--- src/rtl/cp_stream_pkg.sv ---
// rtl/cp_stream_pkg.sv - shared types and defaults for the output stream buffer
package cp_stream_pkg;

  localparam int CP_DATA_WIDTH   = 16;
  localparam int CP_DEPTH        = 8;
  localparam int CP_FRAME_PIXELS = 64;

  typedef logic [CP_DATA_WIDTH-1:0] cp_pixel_t;

  typedef struct packed {
    logic      last;
    cp_pixel_t data;
  } cp_entry_t;

  // Counter width that stays legal when the count range collapses to one value.
  function automatic int cp_clog2_min1(input int n);
    return (n > 1) ? $clog2(n) : 1;
  endfunction

endpackage

--- src/rtl/cp_sync_fifo.sv ---
// rtl/cp_sync_fifo.sv - first-word fall-through FIFO with occupancy count
module cp_sync_fifo
  import cp_stream_pkg::*;
#(
  parameter int WIDTH = $bits(cp_entry_t),
  parameter int DEPTH = CP_DEPTH
) (
  input  logic                       clk,
  input  logic                       rst_n,
  input  logic                       flush,
  input  logic                       push,
  input  logic [WIDTH-1:0]           wdata,
  input  logic                       pop,
  output logic [WIDTH-1:0]           rdata,
  output logic                       empty,
  output logic                       full,
  output logic [$clog2(DEPTH+1)-1:0] level
);

  localparam int PW = cp_clog2_min1(DEPTH);
  localparam int LW = $clog2(DEPTH+1);

  logic [WIDTH-1:0] mem [DEPTH];
  logic [PW-1:0]    wr_ptr_q, wr_ptr_d;
  logic [PW-1:0]    rd_ptr_q, rd_ptr_d;
  logic [LW-1:0]    level_q, level_d;
  logic             do_push, do_pop;

  assign empty = (level_q == '0);
  assign full  = (level_q == LW'(DEPTH));
  assign level = level_q;

  // Head is forced to zero while empty so a cleared FIFO presents no stale word.
  assign rdata = empty ? '0 : mem[rd_ptr_q];

  always_comb begin
    do_push  = push & ~flush & (~full | pop);
    do_pop   = pop & ~flush & ~empty;
    wr_ptr_d = wr_ptr_q;
    rd_ptr_d = rd_ptr_q;
    level_d  = level_q;
    if (flush) begin
      wr_ptr_d = '0;
      rd_ptr_d = '0;
      level_d  = '0;
    end else begin
      if (do_push) wr_ptr_d = wr_ptr_q + PW'(1);
      if (do_pop)  rd_ptr_d = rd_ptr_q + PW'(1);
      case ({do_push, do_pop})
        2'b10:   level_d = level_q + LW'(1);
        2'b01:   level_d = level_q - LW'(1);
        default: level_d = level_q;
      endcase
    end
  end

  always_ff @(posedge clk or negedge rst_n) begin
    if (!rst_n) begin
      wr_ptr_q <= '0;
      rd_ptr_q <= '0;
      level_q  <= '0;
    end else begin
      wr_ptr_q <= wr_ptr_d;
      rd_ptr_q <= rd_ptr_d;
      level_q  <= level_d;
    end
  end

  always_ff @(posedge clk) begin
    if (do_push) mem[wr_ptr_q] <= wdata;
  end

endmodule

--- src/rtl/cp_output_stream_buffer.sv ---
// rtl/cp_output_stream_buffer.sv - buffers a valid-only pixel stream, tags frame ends, flags overflow
module cp_output_stream_buffer
  import cp_stream_pkg::*;
#(
  parameter int DATA_WIDTH   = CP_DATA_WIDTH,
  parameter int DEPTH        = CP_DEPTH,
  parameter int FRAME_PIXELS = CP_FRAME_PIXELS
) (
  input  logic                       clk,
  input  logic                       rst_n,
  input  logic                       flush,
  input  logic                       in_valid,
  input  logic [DATA_WIDTH-1:0]      in_data,
  output logic                       out_valid,
  input  logic                       out_ready,
  output logic [DATA_WIDTH-1:0]      out_data,
  output logic                       out_last,
  output logic                       frame_done,
  output logic                       overflow,
  output logic [$clog2(DEPTH+1)-1:0] level
);

  localparam int EW = DATA_WIDTH + 1;
  localparam int CW = cp_clog2_min1(FRAME_PIXELS);
  localparam logic [CW-1:0] LAST_IDX = CW'(FRAME_PIXELS - 1);

  logic [CW-1:0] pix_cnt_q, pix_cnt_d;
  logic          overflow_q, overflow_d;
  logic          frame_done_q, frame_done_d;
  logic          fifo_empty, fifo_full;
  logic          push, pop, drop, is_last;
  logic [EW-1:0] wr_entry, rd_entry;

  cp_sync_fifo #(
    .WIDTH (EW),
    .DEPTH (DEPTH)
  ) u_fifo (
    .clk   (clk),
    .rst_n (rst_n),
    .flush (flush),
    .push  (push),
    .wdata (wr_entry),
    .pop   (pop),
    .rdata (rd_entry),
    .empty (fifo_empty),
    .full  (fifo_full),
    .level (level)
  );

  assign out_valid  = ~fifo_empty;
  assign out_data   = rd_entry[DATA_WIDTH-1:0];
  assign out_last   = rd_entry[EW-1];
  assign frame_done = frame_done_q;
  assign overflow   = overflow_q;

  always_comb begin
    pop      = ~fifo_empty & out_ready & ~flush;
    push     = in_valid & ~flush & (~fifo_full | pop);
    drop     = in_valid & ~flush & fifo_full & ~pop;
    is_last  = (pix_cnt_q == LAST_IDX);
    wr_entry = {is_last, in_data};
  end

  // The pixel counter tracks offered pixels, not stored ones, so drops never shift frame alignment.
  always_comb begin
    pix_cnt_d    = pix_cnt_q;
    overflow_d   = overflow_q;
    frame_done_d = 1'b0;
    if (flush) begin
      pix_cnt_d  = '0;
      overflow_d = 1'b0;
    end else begin
      if (in_valid) pix_cnt_d = is_last ? '0 : pix_cnt_q + CW'(1);
      overflow_d   = overflow_q | drop;
      frame_done_d = pop & rd_entry[EW-1];
    end
  end

  always_ff @(posedge clk or negedge rst_n) begin
    if (!rst_n) begin
      pix_cnt_q    <= '0;
      overflow_q   <= 1'b0;
      frame_done_q <= 1'b0;
    end else begin
      pix_cnt_q    <= pix_cnt_d;
      overflow_q   <= overflow_d;
      frame_done_q <= frame_done_d;
    end
  end

endmodule

--- config.mk ---
export PLATFORM = sky130hd
export DESIGN_NAME = cp_output_stream_buffer
export DESIGN_NICKNAME = d
export VERILOG_FILES = /design/src/rtl/cp_stream_pkg.sv /design/src/rtl/cp_sync_fifo.sv /design/src/rtl/cp_output_stream_buffer.sv
export SDC_FILE = /design/constraint.sdc
export NUM_CORES = 1
export LEC_CHECK = 0
export ABC_CLOCK_PERIOD_IN_PS = 4970
export BUFFER_PORTS_ARGS = -buffer_cell sky130_fd_sc_hd__buf_2
export CAP_MARGIN = 40
export CORE_MARGIN = 3
export CORE_UTILIZATION = 50
export CTS_CLUSTER_DIAMETER = 120
export DETAILED_ROUTE_END_ITERATION = 10
export PLACE_DENSITY = 0.72
export SLEW_MARGIN = 15
export SYNTH_ARGS = -nofsm -noshare
export SYNTH_HDL_FRONTEND = slang
export SYNTH_SLANG_ARGS = --single-unit
--- constraint.sdc ---
create_clock -name clk -period 4.97 [get_ports clk]
set_input_delay 0.497 -clock clk [delete_from_list [all_inputs] [get_ports clk]]
set_output_delay 0.497 -clock clk [all_outputs]
set_load 0.05 [all_outputs]
==> Yosys cells after proc, flatten, opt, wreduce, memory -nomap -nowiden <==
Memory sizes are Yosys's and may differ from the RTL's.
Index checks and enable logic that the tools add are counted.
Widths: inputs -> output; s select.
{ "classes": {"addsub": 5, "n_mul": 0, "n_div": 0, "order_cmp": 0, "eq_ne": 4, "n_shift": 0, "n_mux": 14, "bitwise_logic": 17, "n_reduce_logical": 5} }
{ "op_table": {"columns": ["operator", "count"], "rows": [
  ["$mux 6", 3],
  ["$mux 17", 1],
  ["$mux 3", 4],
  ["$and 1x1->1", 11],
  ["$pmux 4 s2", 1],
  ["$add 3x1->3 const B", 2],
  ["$add 6x1->6 const B", 1],
  ["$eq 6x6->1 const B", 1],
  ["$reduce_bool 2->1", 3],
  ["$add 4x1->4 const B", 1],
  ["$eq 4x4->1 const B", 1],
  ["$logic_not 4->1", 1],
  ["$mux 1", 4],
  ["$mux 4", 1],
  ["$not 1->1", 4],
  ["$sub 4x1->4 const B", 1],
  ["$reduce_bool 3->1", 1],
  ["$eq 2x1->1 const B", 1],
  ["$eq 2x2->1 const B", 1],
  ["$or 1x1->1", 2]
]} }
{ "totals": {"regBits": 18, "latchBits": 0, "ram_bits": 136, "romBits": 0, "in_bits": 21, "out_inout_bits": 24, "mem_count": 1} }
{ "memory_table": {"columns": ["memory", "words", "width", "read_ports", "rd_ports_with_merged_regs", "write_ports", "line", "text"], "rows": [
  ["u_fifo.mem", 8, 17, 1, 0, 1, "cp_sync_fifo.sv:23", "logic [WIDTH-1:0] mem [DEPTH];"]
]} }

==> Logic depth before layout (Yosys ltp) <==
{ "depth": {"depth_word": 11, "ltp_mapped": 7} }

==> Cells and area by module <==
From an unflattened synthesis, not the netlist that was laid out.
{ "unflattened": {"cells_unflattened": 337, "area_unflattened_um2": 6248.5} }
{ "by_module_without_submodules": {"columns": ["module", "instances", "cells_per_inst", "area_each_um2"], "rows": [
  ["cp_sync_fifo", 1, 293, 5829.3],
  ["cp_output_stream_buffer", 1, 44, 419.2]
]} }

==> Worst setup path before layout <==
Ideal clock, no wire load.
{ "synth_timing": {"path_kind": "register -> register", "start": "reg u_fifo.level_q[0], in the netlist u_fifo.level[0]", "end": "mem u_fifo.mem[4][0] (netlist bit), enable pin", "setup_ps": 435, "arrival_time_ps": 3125, "required_ps": 4535, "setup_slack_ps": 1410, "stages_incl_launch_ff": 6, "path_buffers": 1, "period_less_slack_ps": 3560, "cell_sequence": "dfrtp_1 > or3_1 > buf_6 > o21ai_4 > or2_2 > nor4_1"} }
{ "synth_between": {"elab_chain_cells": 10} }
{ "synth_lines": {"columns": ["element", "line", "text"], "rows": [
  ["start, declared", "cp_sync_fifo.sv:26", "logic [LW-1:0] level_q, level_d;"],
  ["start signal, assigned", "cp_sync_fifo.sv:65", "level_q <= level_d;"],
  ["$logic_not 4->1", "cp_sync_fifo.sv:29", "assign empty = (level_q == '0);"],
  ["$not 1->1", "cp_output_stream_buffer.sv:57", "pop = ~fifo_empty & out_ready & ~flush;"],
  ["$and 1x1->1 (2 in a row)", "cp_output_stream_buffer.sv:57", null],
  ["$or 1x1->1 (*)", "cp_sync_fifo.sv:37, cp_output_stream_buffer.sv:58", null],
  ["$and 1x1->1", "cp_output_stream_buffer.sv:58", "push = in_valid & ~flush & (~fifo_full | pop);"],
  ["$and 1x1->1", "cp_sync_fifo.sv:37", "do_push = push & ~flush & (~full | pop);"],
  ["$and 1x1->1 (*)", "cp_sync_fifo.sv:37", null],
  ["$mux 1 (*)", "cp_sync_fifo.sv:70", "if (do_push) mem[wr_ptr_q] <= wdata;"],
  ["$mux 1 (not written as such) (*)", "cp_sync_fifo.sv:70", null],
  ["end, declared", "cp_sync_fifo.sv:23", null]
]} }
Mark *: on every way between the ends. The rest lies on a longest branch, timed or not.

==> Worst setup path after layout <==
{ "layout_timing": {"start": "reg u_fifo.rd_ptr_q[0]", "end": "out out_data[0]"} }
{ "layout_between": {"elab_chain_cells": 2} }
{ "layout_lines": {"columns": ["element", "line", "text"], "rows": [
  ["start, declared", "cp_sync_fifo.sv:25", "logic [PW-1:0] rd_ptr_q, rd_ptr_d;"],
  ["start signal, assigned", "cp_sync_fifo.sv:64", "rd_ptr_q <= rd_ptr_d;"],
  ["$mem_v2 8x17", null, null],
  ["$mux 17", "cp_sync_fifo.sv:34", "assign rdata = empty ? '0 : mem[rd_ptr_q];"],
  ["end, declared", "cp_output_stream_buffer.sv:16", "output logic [DATA_WIDTH-1:0] out_data,"]
]} }
Every way passes these cells.

==> summary.txt <==
Register-to-Register Setup Slack: 2.25 ns
Hold Crit Class: in -> async
grt total ovfl: 0
Mapped Nets: 353
Max Cap Viol: 0
final-stage net count: 415
Net Sw Power: 1334 uW
Gate power share: 30.2%
final design utilization: 60.68%
row count: 40
CTS H-tree depth: 4
worst reg2reg startpoint: u_fifo.level[3]$_DFFE_PN0P_
vias in the first global route: 3314
Syn Inst Count: 326
GRT Util Overall: 17.54%
Pleak: 0.002525 uW
Final Skew: 0.005429 ns
met2 WL: 5.648 mm
CTS tree: yes
drt drc: 0
CP endpoint kind: output port
die height: 117.5 um
metal3 WL: 454 um
DR pass1 iterations: 4
Post-CTS Setup Bufs: 0
final worst path period need: 2.969 ns
Resize count post-CTS: 0
Final Instance Area: 7320 um^2
Fin. Hold Viols: 0
Area Growth Syn to Fin: 17.80%
Worst setup SP type: flip-flop
clock sinks: 154
die width: 117.5 um
DR top layer: met4
run status: completed
gpl congestion: 0.7471
Cell Pwr Density: 545.7 nW/um^2
Hold-fix buffers, CTS: 0
drt via density: 5.569
kind of critical path: reg -> out
Worst EP arrival: 2.47 ns
met1 wire length: 4.964 mm
switch share: 33.41%
initial antenna violation count: 0
Core ar.: 12060 um^2
Slew headroom: 44.83%
clk root buf: clkbuf_16
share of cells above drive strength 1: 32.67%
I/O pins: 45
antenna cells: 0
DP Wirelength: 6.965 mm
Internal Power: 2660 uW
Max FO, Critical Path: 16
largest net degree at the start of global routing: 26
Cell Area, Placed: 6720 um^2
DIE AREA: 13800 um^2
setup TNS: 0 ns
Synthesis Warnings: 0
peak supply drop: 0.2898 mV
Slew Limit Fails: 0
clk slew on worst S/H paths: 0.06 ns
RSZ-0062 raised after global routing: no
Mapped Area: 6213 um^2
port bufs: 44
initial drt markers: 233
Post-DRT Antenna Nets: 0
Max Fclk: 336.8 MHz
Synth top area share: 65.73%
Reg-to-Reg End: u_fifo.level[3]$_DFFE_PN0P_
sequential area share after synthesis: 72.98%
Clk pwr share: 31.5%
Cell variety after synth: 40
drt wl/cell: 19.81 um
fin crit share: 59.74%
synth top area cells: edfxtp_1 66%, mux4_2 12%, dfrtp_1 7.2%
TritonCTS Buffers: 17
Initial Util: 51.51%
via count: 3169
dominant cell type by area after synthesis: edfxtp_1
first-pass GRT wire length: 18.26 mm
worst reg2reg path depth: 7
FF+latch count, synth: 154
Worst EP required: 4.47 ns
Worst-Margin Slew: 0.8207 ns
Final setup violation count: 0
final wirelength: 11.27 mm
Seq pwr share: 38.3%
Syn Area/Cell: 19.06 um^2
worst skew pair latency: 0.41 ns
Clock Tree Buf Depth: 2
[stage by stage]
| stage | instances | worst slack, ns | power (uW) | hold slack [ns] |
|---|---|---|---|---|
| global placement | 534 | 2.192 | 2733 | 0.4542 |
| detailed placement | 536 | 2.128 | 2760 | 0.4584 |
| global route | 569 | 1.841 | 4161 | 0.04113 |
| CTS | 568 | 1.692 | 4019 | 0.01899 |
| floorplan | 326 | 1.410 | 2496 | 0.2014 |
| finish | 569 | 2.001 | 3994 | 0.01585 |
[cell usage after synthesis]
cell / n
inv_2: 1
and3_1: 1
mux4_2: 34
inv_1: 2
and3b_1: 1
xnor2_1: 5
nand2b_1: 1
nand3_1: 4
nor4_1: 1
o41ai_2: 1
clkbuf_1: 9
a21oi_1: 4
ha_1: 5
o221a_2: 1
nor3_1: 6
fa_1: 1
o2bb2ai_1: 1
edfxtp_1: 136
xor2_1: 5
nor2b_1: 3
nand2_1: 5
or3b_2: 1
buf_6: 1
nand3b_1: 1
or2_2: 1
dfrtp_1: 18
buf_2: 5
a21boi_1: 1
mux2_1: 1
o211ai_1: 1
or3_1: 2
o311ai_0: 1
o21ai_0: 1
nor2_1: 37
o21ai_4: 1
nor2_4: 1
mux2i_1: 22
nor4b_1: 1
a211oi_1: 1
nand4_1: 2
[layout make-up]
cell class	count	area, um^2
fillers	867	4742
flip-flops and latches	154	4536
multi-input cells	154	1625
clock buffers	20	436.7
repair buffers	58	357.8
well taps	168	210.2
clock inverters	12	142.6
inverters	3	11.26
[kinds of logic after synthesis]
kind of cell    after synthesis  share of synthesized area, %
fa+ha+maj                     6                         1.329
simple gates                 68                         5.176
compound gates               13                         1.752
mux                          57                         16.05
buf+inv                      18                         1.309
flops                       154                         72.98
xor+xnor                     10                         1.410
[worst max-delay path by stage]
stage / start / end / slack (ns) / cells after the start
3_5_place_dp: u_fifo.rd_ptr_q[0]$_DFFE_PN0P_ / out_data[4] / 2.13 / 5
3_3_place_gp: u_fifo.rd_ptr_q[0]$_DFFE_PN0P_ / out_data[3] / 2.19 / 5
5_1_grt: u_fifo.rd_ptr_q[0]$_DFFE_PN0P_ / out_data[1] / 1.84 / 6
4_1_cts: u_fifo.rd_ptr_q[0]$_DFFE_PN0P_ / out_data[0] / 1.69 / 5
2_1_floorplan: u_fifo.level[0]$_DFFE_PN0P_ / u_fifo.mem[4][0]$_DFFE_PP_ / 1.41 / 5
6_report: u_fifo.rd_ptr_q[0]$_DFFE_PN0P_ / out_data[0] / 2.00 / 6
[worst max-delay path: stages (launching register included)]
cell	delay (ns)
dfrtp_2	0.57
buf_12	0.23
buf_4	0.27
mux4_2	0.54
mux2i_1	0.15
nor2_1	0.05
buf_2	0.23
[metal layers]
metal	vias up	track usage, %
li1	1426	-
met1	1657	23.44
met2	62	27.78
met3	24	4.661
met4	0	7.179
met5	-	0
[placed cells by master (no fill, tap or decap), types with 2 or more instances in the layout]
cell,synthesis,layout
edfxtp_1,136,136
buf_2,5,44
nor2_1,37,37
mux4_2,34,34
mux2i_1,22,22
clkbuf_16,0,17
dfrtp_1,18,17
buf_4,0,12
nand2_1,5,5
xor2_1,5,5
xnor2_1,5,5
ha_1,5,5
nand3_1,4,4
a21oi_1,4,4
nor3_1,6,3
nor3_2,0,3
nor2b_1,3,3
inv_6,0,3
clkinv_2,0,3
clkinv_1,0,3
clkbuf_1,9,3
bufinv_16,0,3
or3_1,2,2
inv_1,2,2
nand4_1,2,2
[power by group through the flow]
stage / Combinational (uW) / Sequential, uW / Clock [uW]
global placement: 1130 / 1600 / 0
CTS: 1170 / 1570 / 1280
detailed placement: 1170 / 1590 / 0
global route: 1280 / 1540 / 1340
floorplan: 923 / 1570 / 0
finish: 1200 / 1530 / 1260
[sequential cells by signal, indices dropped and copies added, names as in the netlist]
register,cells
u_fifo.mem,136
frame_done,1
u_fifo.level,4
u_fifo.rd_ptr_q,3
u_fifo.wr_ptr_q,3
overflow,1
pix_cnt_q,6
Note: power is estimated with default switching activity, not from simulation.
